## src/rtl/mat_matcher_seq_pkg.sv

```systemverilog
// rtl/mat_matcher_seq_pkg.sv - shared state encoding, default threshold and clog2 helper
package mat_matcher_seq_pkg;

  typedef enum logic [1:0] {
    ST_IDLE  = 2'd0,
    ST_SCAN  = 2'd1,
    ST_DRAIN = 2'd2,
    ST_DONE  = 2'd3
  } mat_state_t;

  localparam int MAT_THR_DEFAULT = 30;

  function automatic int clog2(input int value);
    int r;
    r = 0;
    while ((1 << r) < value) r++;
    return r;
  endfunction

endpackage

```

## src/rtl/mat_lane_cmp.sv

```systemverilog
// rtl/mat_lane_cmp.sv - one lane: absolute distance of a DB entry to the mean and strict threshold test
module mat_lane_cmp #(
  parameter int PIX_W = 8
) (
  input  logic [PIX_W-1:0] i_entry,
  input  logic [PIX_W-1:0] i_avg,
  input  logic [PIX_W-1:0] i_thr,
  input  logic             i_lane_vld,
  output logic [PIX_W-1:0] o_dist,
  output logic             o_match
);

  logic signed [PIX_W:0] w_diff;
  logic signed [PIX_W:0] w_abs;
  logic                  w_unused_abs_msb;

  // One extra bit keeps the difference signed so the magnitude never wraps.
  assign w_diff           = $signed({1'b0, i_entry}) - $signed({1'b0, i_avg});
  assign w_abs            = w_diff[PIX_W] ? -w_diff : w_diff;
  assign o_dist           = w_abs[PIX_W-1:0];
  assign w_unused_abs_msb = w_abs[PIX_W];
  assign o_match          = i_lane_vld && (o_dist < i_thr);

endmodule

```

## src/rtl/mat_matcher_seq.sv

```systemverilog
// rtl/mat_matcher_seq.sv - sequential FAST9 matcher: neighbour mean vs. streamed DB, count and best entry
module mat_matcher_seq
  import mat_matcher_seq_pkg::*;
#(
  parameter  int PIX_W    = 8,
  parameter  int N_ADJ    = 8,
  parameter  int DB_DEPTH = 36,
  parameter  int LANES    = 4,
  localparam int BEATS    = (DB_DEPTH + LANES - 1) / LANES,
  localparam int ADDR_W   = (BEATS > 1) ? clog2(BEATS) : 1,
  localparam int IDX_W    = (DB_DEPTH > 1) ? clog2(DB_DEPTH) : 1,
  localparam int CNT_W    = clog2(DB_DEPTH + 1)
) (
  input  logic                   clk,
  input  logic                   reset_n,
  input  logic                   start,
  input  logic                   early_exit,
  input  logic [N_ADJ*PIX_W-1:0] adj_pixel,
  input  logic [PIX_W-1:0]       threshold,
  output logic                   db_rd_en,
  output logic [ADDR_W-1:0]      db_rd_addr,
  input  logic [LANES*PIX_W-1:0] db_rd_data,
  output logic                   busy,
  output logic                   done,
  output logic                   mat_point,
  output logic [CNT_W-1:0]       match_cnt,
  output logic [IDX_W-1:0]       best_idx,
  output logic [PIX_W-1:0]       best_dist
);

  localparam int                LOG_N     = clog2(N_ADJ);
  localparam int                SUM_W     = PIX_W + LOG_N;
  localparam logic [ADDR_W-1:0] ADDR_LAST = ADDR_W'(BEATS - 1);

  mat_state_t        r_state;
  mat_state_t        w_next;
  logic [PIX_W-1:0]  r_avg;
  logic [PIX_W-1:0]  r_thr;
  logic              r_early;
  logic [ADDR_W-1:0] r_addr;
  logic [ADDR_W-1:0] r_beat;
  logic              r_vld;
  logic [CNT_W-1:0]  r_cnt;
  logic [IDX_W-1:0]  r_best_idx;
  logic [PIX_W-1:0]  r_best_dist;

  logic [SUM_W-1:0]  w_sum;
  logic [PIX_W-1:0]  w_avg;
  logic              w_unused_sum_lsb;
  logic [PIX_W-1:0]  w_dist [LANES];
  logic [LANES-1:0]  w_match;
  logic [LANES-1:0]  w_lane_vld;
  logic [CNT_W-1:0]  w_pop;
  logic              w_bm_any;
  logic [PIX_W-1:0]  w_bm_dist;
  logic [IDX_W-1:0]  w_bm_idx;
  logic              w_acc;
  logic              w_hit;

  always_comb begin
    w_sum = '0;
    for (int i = 0; i < N_ADJ; i++) begin
      w_sum = w_sum + SUM_W'(adj_pixel[i*PIX_W +: PIX_W]);
    end
  end

  // Floor mean: drop the log2(N_ADJ) fraction bits of the widened sum.
  assign w_avg            = w_sum[SUM_W-1:LOG_N];
  assign w_unused_sum_lsb = ^w_sum[LOG_N-1:0];

  for (genvar g = 0; g < LANES; g++) begin : g_lane
    assign w_lane_vld[g] = (int'(r_beat) * LANES + g) < DB_DEPTH;

    mat_lane_cmp #(
      .PIX_W(PIX_W)
    ) u_cmp (
      .i_entry   (db_rd_data[g*PIX_W +: PIX_W]),
      .i_avg     (r_avg),
      .i_thr     (r_thr),
      .i_lane_vld(w_lane_vld[g]),
      .o_dist    (w_dist[g]),
      .o_match   (w_match[g])
    );
  end

  // Best-of-beat: ascending lane order with strict compare keeps the lowest index on ties.
  always_comb begin
    w_pop     = '0;
    w_bm_any  = 1'b0;
    w_bm_dist = '1;
    w_bm_idx  = '0;
    for (int j = 0; j < LANES; j++) begin
      w_pop = w_pop + CNT_W'(w_match[j]);
      if (w_lane_vld[j] && (!w_bm_any || (w_dist[j] < w_bm_dist))) begin
        w_bm_any  = 1'b1;
        w_bm_dist = w_dist[j];
        w_bm_idx  = IDX_W'(int'(r_beat) * LANES + j);
      end
    end
  end

  // Returning data is only consumed while scanning; the read trailing an early exit lands in DONE.
  assign w_acc = r_vld && ((r_state == ST_SCAN) || (r_state == ST_DRAIN));
  assign w_hit = w_acc && r_early && (w_pop != '0);

  always_ff @(posedge clk or negedge reset_n) begin
    if (!reset_n) begin
      r_state <= ST_IDLE;
    end else begin
      r_state <= w_next;
    end
  end

  always_comb begin
    w_next = r_state;
    case (r_state)
      ST_IDLE: begin
        if (start) w_next = ST_SCAN;
      end
      ST_SCAN: begin
        if (w_hit) begin
          w_next = ST_DONE;
        end else if (r_addr == ADDR_LAST) begin
          w_next = ST_DRAIN;
        end
      end
      ST_DRAIN: w_next = ST_DONE;
      ST_DONE:  w_next = ST_IDLE;
      default:  w_next = ST_IDLE;
    endcase
  end

  always_comb begin
    busy     = (r_state != ST_IDLE);
    done     = (r_state == ST_DONE);
    db_rd_en = (r_state == ST_SCAN);
  end

  always_ff @(posedge clk or negedge reset_n) begin
    if (!reset_n) begin
      r_avg       <= '0;
      r_thr       <= '0;
      r_early     <= 1'b0;
      r_addr      <= '0;
      r_beat      <= '0;
      r_vld       <= 1'b0;
      r_cnt       <= '0;
      r_best_idx  <= '0;
      r_best_dist <= '1;
    end else begin
      r_vld <= db_rd_en;
      if (db_rd_en) r_beat <= r_addr;
      if ((r_state == ST_IDLE) && start) begin
        r_avg       <= w_avg;
        r_thr       <= threshold;
        r_early     <= early_exit;
        r_addr      <= '0;
        r_cnt       <= '0;
        r_best_idx  <= '0;
        r_best_dist <= '1;
      end else begin
        if ((r_state == ST_SCAN) && (r_addr != ADDR_LAST)) begin
          r_addr <= r_addr + ADDR_W'(1);
        end
        if (w_acc) begin
          r_cnt <= r_cnt + w_pop;
          if (w_bm_any && (w_bm_dist < r_best_dist)) begin
            r_best_dist <= w_bm_dist;
            r_best_idx  <= w_bm_idx;
          end
        end
      end
    end
  end

  assign db_rd_addr = r_addr;
  assign match_cnt  = r_cnt;
  assign mat_point  = (r_cnt != '0);
  assign best_idx   = r_best_idx;
  assign best_dist  = r_best_dist;

endmodule
```

## config.mk

```make
export PLATFORM = sky130hd
export DESIGN_NAME = mat_matcher_seq
export DESIGN_NICKNAME = d
export VERILOG_FILES = /design/src/rtl/mat_matcher_seq_pkg.sv /design/src/rtl/mat_lane_cmp.sv /design/src/rtl/mat_matcher_seq.sv
export SDC_FILE = /design/constraint.sdc
export NUM_CORES = 1
export LEC_CHECK = 0
export ABC_AREA = 1
export CAP_MARGIN = 20
export CELL_PAD_IN_SITES_DETAIL_PLACEMENT = 0
export CELL_PAD_IN_SITES_GLOBAL_PLACEMENT = 1
export CORE_ASPECT_RATIO = 1.75
export CORE_MARGIN = 2
export CORE_UTILIZATION = 40
export CTS_CLUSTER_SIZE = 16
export DETAILED_ROUTE_END_ITERATION = 8
export MAX_ROUTING_LAYER = met4
export PLACE_DENSITY = 0.84
export SETUP_SLACK_MARGIN = 0.1
export SYNTH_ARGS = -nofsm -noshare
export SYNTH_HDL_FRONTEND = slang
export SYNTH_HIERARCHICAL = 1
export SYNTH_SLANG_ARGS = --single-unit
```

## constraint.sdc

```tcl
create_clock -name clk -period 10.6 [get_ports clk]
set_clock_uncertainty 0.1 [all_clocks]
set_input_delay 1.06 -clock clk [delete_from_list [all_inputs] [get_ports clk]]
set_output_delay 1.06 -clock clk [all_outputs]
set_load 0.03 [all_outputs]
```

==> impl_metrics.prom, run 1 <==
# TYPE chip_impl_metric gauge
chip_impl_metric{name="yosys_warnings",unit=""} 6
chip_impl_metric{name="area_growth",unit="%"} 22.2
chip_impl_metric{name="timing.fmax",unit="MHz"} 107
chip_impl_info{name="crit_family",value="simple AND/OR/NAND/NOR gates"} 1
chip_impl_info{name="grt_setup_unrepaired",value="false"} 1
chip_impl_metric{name="stdcell_area",unit="um2"} 9700
chip_impl_metric{name="synth_seq_area_share",unit="%"} 15.3
chip_impl_metric{name="ios",unit=""} 136
chip_impl_metric{name="tightest_slew",unit="ps"} 939
chip_impl_metric{name="post_cts.repair.setup_buffers",unit=""} 0
chip_impl_metric{name="clkLatencyLatePin",unit="ps"} 300
chip_impl_metric{name="drt.antenna.violating_nets",unit=""} 0
chip_impl_metric{name="clkTransAtPathRegs",unit="ps"} 70
chip_impl_metric{name="grt_first_pass_wirelength",unit="um"} 34700
chip_impl_metric{name="grt.total_usage",unit="%"} 21.0
chip_impl_metric{name="die_height",unit="um"} 190
chip_impl_metric{name="cts.sink_count",unit=""} 48
chip_impl_info{name="hold_wc_path_type",value="reg2reg"} 1
chip_impl_metric{name="detailed_place.area",unit="um2"} 9550
chip_impl_metric{name="mappedNetlistArea",unit="um2"} 7940
chip_impl_metric{name="finalMaxSlewViolations",unit=""} 0
chip_impl_metric{name="report.final.hold_viol_count",unit=""} 0
chip_impl_metric{name="synth-edff-count",unit=""} 0
chip_impl_metric{name="clock_tree.buffer_depth",unit=""} 2
chip_impl_metric{name="timing.final.ws_setup",unit="ps"} 1260
chip_impl_metric{name="detailedRoute.firstPassIterationCount",unit=""} 4
chip_impl_info{name="timing.setup.critical_path_class",value="in2reg"} 1
chip_impl_metric{name="drive_above_1_share",unit="%"} 7.29
chip_impl_metric{name="place_hpwl",unit="um"} 17900
chip_impl_metric{name="chipWidth",unit="um"} 110
chip_impl_metric{name="wl_met3",unit="um"} 948
chip_impl_metric{name="layout.core_utilization",unit="%"} 49.6
chip_impl_metric{name="drc",unit=""} 0
chip_impl_info{name="status",value="finished clean"} 1
chip_impl_metric{name="synthesized_netlist_cell_count",unit=""} 1144
chip_impl_metric{name="timing.critical_path.slowest_cell_delay",unit="ps"} 780
chip_impl_metric{name="syn_nets",unit=""} 1415
chip_impl_metric{name="detailedRoute.firstIterationViolations",unit=""} 372
chip_impl_metric{name="worst_ep_required_time",unit="ps"} 10740
chip_impl_info{name="critPathSlowestCell",value="sky130_fd_sc_hd__a2111oi_0"} 1
chip_impl_metric{name="cts-resized-gates",unit=""} 0
chip_impl_metric{name="timing.max_slew.rel_slack",unit="%"} 35.8
chip_impl_info{name="critical_path_s_most_frequent_cell",value="sky130_fd_sc_hd__nand2_1"} 1
chip_impl_info{name="cts_tree",value="built"} 1
chip_impl_metric{name="fraction_of_synthesis_flops_using_an_asynchronous_set_or_reset_pin",unit="%"} 100
chip_impl_info{name="clock_root_buffer",value="sky130_fd_sc_hd__clkbuf_16"} 1
chip_impl_metric{name="finalWorstPathRequiredPeriod",unit="ps"} 9340
chip_impl_metric{name="detail_route.wirelength.met1",unit="um"} 7950
chip_impl_metric{name="worst_ep_arrival",unit="ps"} 9480
chip_impl_metric{name="setup_viol_count_final",unit=""} 0
chip_impl_metric{name="routed-via-count",unit=""} 7366
chip_impl_metric{name="wl_per_cell",unit="um"} 13.8
chip_impl_metric{name="floorplan.die_area",unit="um2"} 21000
chip_impl_metric{name="detailedPlace.worstSlack",unit="ps"} 631
chip_impl_metric{name="register_area",unit="um2"} 1210
chip_impl_metric{name="gp_routability_congestion",unit=""} 0.891
chip_impl_metric{name="gr-total-overflow",unit=""} 0
chip_impl_metric{name="postSynthRegisterBits",unit=""} 48
chip_impl_metric{name="grt_max_degree",unit=""} 52
chip_impl_metric{name="initial_utilization",unit="%"} 40.6
chip_impl_metric{name="drt_wl_total",unit="um"} 21100
chip_impl_info{name="critPathCaptureType",value="flip-flop"} 1
chip_impl_metric{name="first_global_vias",unit=""} 7462
chip_impl_info{name="dominantRegCellSynth",value="sky130_fd_sc_hd__dfrtp_1"} 1
chip_impl_metric{name="antenna_cells",unit=""} 0
chip_impl_metric{name="synth.avg_cell_area",unit="um2"} 6.94
chip_impl_metric{name="placeableCoreArea",unit="um2"} 19600
chip_impl_metric{name="route.detailed.vias_per_inst",unit=""} 4.84
chip_impl_metric{name="finalNetCount",unit=""} 1546
chip_impl_metric{name="number_of_buffers_inserted_during_clock_tree_synthesis",unit=""} 5
chip_impl_metric{name="multi_input_area",unit="um2"} 5760
chip_impl_metric{name="grt_antenna_before_repair",unit=""} 0
chip_impl_info{name="highest-signal-layer",value="met4"} 1
chip_impl_metric{name="ctsHoldBuffers",unit=""} 0
chip_impl_metric{name="portBuffers",unit=""} 135
chip_impl_metric{name="maximum_fanout_count_along_the_critical_path",unit=""} 18
chip_impl_info{name="crit_path_start_kind",value="input port"} 1
chip_impl_metric{name="maxCapViolations",unit=""} 0
chip_impl_metric{name="met2RoutedLength",unit="um"} 11300
chip_impl_metric{name="setup_total_negative_slack",unit="ps"} 0
chip_impl_metric{name="nFillCells",unit=""} 2047
chip_impl_metric{name="htree_levels",unit=""} 2
chip_impl_metric{name="placementRows",unit=""} 68
chip_impl_metric{name="yosys.cell_types.count",unit=""} 38
chip_impl_metric{name="buffers_plus_inverters_on_the_worst_setup_path",unit=""} 8
chip_impl_metric{name="tcrit_tclk_final",unit="%"} 88.1
-- metrics by stage --
stage | hold WS (ps) | std cells
global route | 415 | 1521
global placement | 360 | 1513
floorplan | 343 | 1144
detailed placement | 365 | 1513
finish | 384 | 1521
CTS | 383 | 1521
-- kinds of logic (layout without fill, tap and decap cells) --
family | after synthesis | count (layout) | share of synthesized area [%]
flip-flops | 48 | 48 | 15.3
buffers and inverters | 255 | 387 | 12.2
AO/OA/AOI/OAI | 127 | 127 | 9.05
AND/OR/NAND/NOR | 535 | 535 | 31.1
XOR/XNOR | 16 | 16 | 1.77
adder cells (fa/ha/maj) | 163 | 163 | 30.6
-- sequential cells by signal, indices dropped and copies added, names as in the netlist --
signal / flops
best_dist: 8
r_vld: 1
r_state: 2
r_beat: 4
db_rd_addr: 4
r_thr: 8
r_avg: 8
best_idx: 6
match_cnt: 6
r_early: 1
-- worst min-delay path: stages (launching register included) --
cell,delay (ps)
sky130_fd_sc_hd__dfrtp_1,350
sky130_fd_sc_hd__nand2_1,50
sky130_fd_sc_hd__nand2_1,50
-- placed cells by master (no fill, tap or decap), types with 2 or more instances in the layout --
cell	count
sky130_fd_sc_hd__nand3_1	67
sky130_fd_sc_hd__ha_1	111
sky130_fd_sc_hd__nand2_2	25
sky130_fd_sc_hd__clkbuf_16	5
sky130_fd_sc_hd__buf_4	2
sky130_fd_sc_hd__inv_2	4
sky130_fd_sc_hd__nand2_1	298
sky130_fd_sc_hd__dfrtp_1	40
sky130_fd_sc_hd__nand3_2	10
sky130_fd_sc_hd__inv_1	238
sky130_fd_sc_hd__a2111oi_0	2
sky130_fd_sc_hd__nor2_1	70
sky130_fd_sc_hd__nor2_2	9
sky130_fd_sc_hd__xor2_1	11
sky130_fd_sc_hd__fa_1	52
sky130_fd_sc_hd__clkdlybuf4s50_1	134
sky130_fd_sc_hd__o21ai_0	49
sky130_fd_sc_hd__or2_2	7
sky130_fd_sc_hd__nor2_4	4
sky130_fd_sc_hd__nand2_4	4
sky130_fd_sc_hd__a21oi_1	51
sky130_fd_sc_hd__xnor2_1	5
sky130_fd_sc_hd__nor3_4	4
sky130_fd_sc_hd__o21ai_2	4
sky130_fd_sc_hd__a31oi_1	7
sky130_fd_sc_hd__nand3b_1	16
sky130_fd_sc_hd__nor3_1	6
sky130_fd_sc_hd__a21o_1	4
sky130_fd_sc_hd__o21a_1	5
sky130_fd_sc_hd__dfstp_2	8
sky130_fd_sc_hd__and2_1	2
sky130_fd_sc_hd__nand4_1	11
sky130_fd_sc_hd__clkinvlp_4	2
-- cells in the mapped netlist (3+ instances only) --
cell | n | area [um2]
sky130_fd_sc_hd__nand4_1 | 11 | 68.8
sky130_fd_sc_hd__a21oi_1 | 51 | 255
sky130_fd_sc_hd__nor2_2 | 9 | 56.3
sky130_fd_sc_hd__ha_1 | 111 | 1390
sky130_fd_sc_hd__a21o_1 | 4 | 30.0
sky130_fd_sc_hd__a31oi_1 | 7 | 43.8
sky130_fd_sc_hd__nor2_4 | 4 | 45.0
sky130_fd_sc_hd__xor2_1 | 11 | 96.3
sky130_fd_sc_hd__or2_2 | 7 | 43.8
sky130_fd_sc_hd__nor3_4 | 4 | 65.1
sky130_fd_sc_hd__nand2_4 | 4 | 45.0
sky130_fd_sc_hd__fa_1 | 52 | 1040
sky130_fd_sc_hd__nor3_1 | 7 | 35.0
sky130_fd_sc_hd__nor2_1 | 70 | 263
sky130_fd_sc_hd__xnor2_1 | 5 | 43.8
sky130_fd_sc_hd__nand2_2 | 24 | 150
sky130_fd_sc_hd__nand3_1 | 67 | 335
sky130_fd_sc_hd__inv_1 | 238 | 893
sky130_fd_sc_hd__nand3b_1 | 16 | 120
sky130_fd_sc_hd__clkbuf_1 | 9 | 33.8
sky130_fd_sc_hd__dfstp_2 | 8 | 210
sky130_fd_sc_hd__dfrtp_1 | 40 | 1000
sky130_fd_sc_hd__o21ai_2 | 4 | 35.0
sky130_fd_sc_hd__nand2_1 | 299 | 1120
sky130_fd_sc_hd__inv_2 | 4 | 15.0
sky130_fd_sc_hd__o21a_1 | 5 | 37.5
sky130_fd_sc_hd__nand3_2 | 10 | 100
sky130_fd_sc_hd__buf_2 | 3 | 15.0
sky130_fd_sc_hd__o21ai_0 | 49 | 245
-- worst paths after layout --
kind | start | endpoint | slack [ps] | depth (start not counted)
max | db_rd_data[0] | best_dist[7]$_DFFE_PN1P_ | 1260 | 47
min | r_early$_DFFE_PN0P_ | r_early$_DFFE_PN0P_ | 380 | 2
max reg2reg | r_avg[0]$_DFFE_PN0P_ | best_dist[7]$_DFFE_PN1P_ | 1920 | 45
min reg2reg | r_early$_DFFE_PN0P_ | r_early$_DFFE_PN0P_ | 380 | 2
max in group asynchronous | reset_n | match_cnt[5]$_DFFE_PN0P_ | 9200 | 2
min in group asynchronous | reset_n | r_avg[3]$_DFFE_PN0P_ | 770 | 2
-- area by class of cell --
| class | instances | area share (%) |
|---|---|---|
| multi-input combinational | 841 | 59.4 |
| timing repair buffer | 137 | 14.0 |
| sequential | 48 | 12.5 |
| inverter | 242 | 9.36 |
| tap | 245 | 3.16 |
| clock buffer | 5 | 1.29 |
| clock inverter | 3 | 0.245 |
-- per-layer routing --
layer	vias to the layer above	global-route usage (%)
li1	3852	-
met1	3339	22.8
met2	134	39.1
met3	41	2.00
met4	0	8.32
met5	-	-
Power of run 1 is not shown: default switching activity piles up to over one toggle a cycle in this logic, so the estimate is an artifact.
==> inputs of run 2 (changes only) <==
Settings changed: SLEW_MARGIN from default to 30.
==> results of run 2 <==
The final DEF is identical to that of run 1; final timing and power are the same.
Power of run 2 is left out for the same reason.
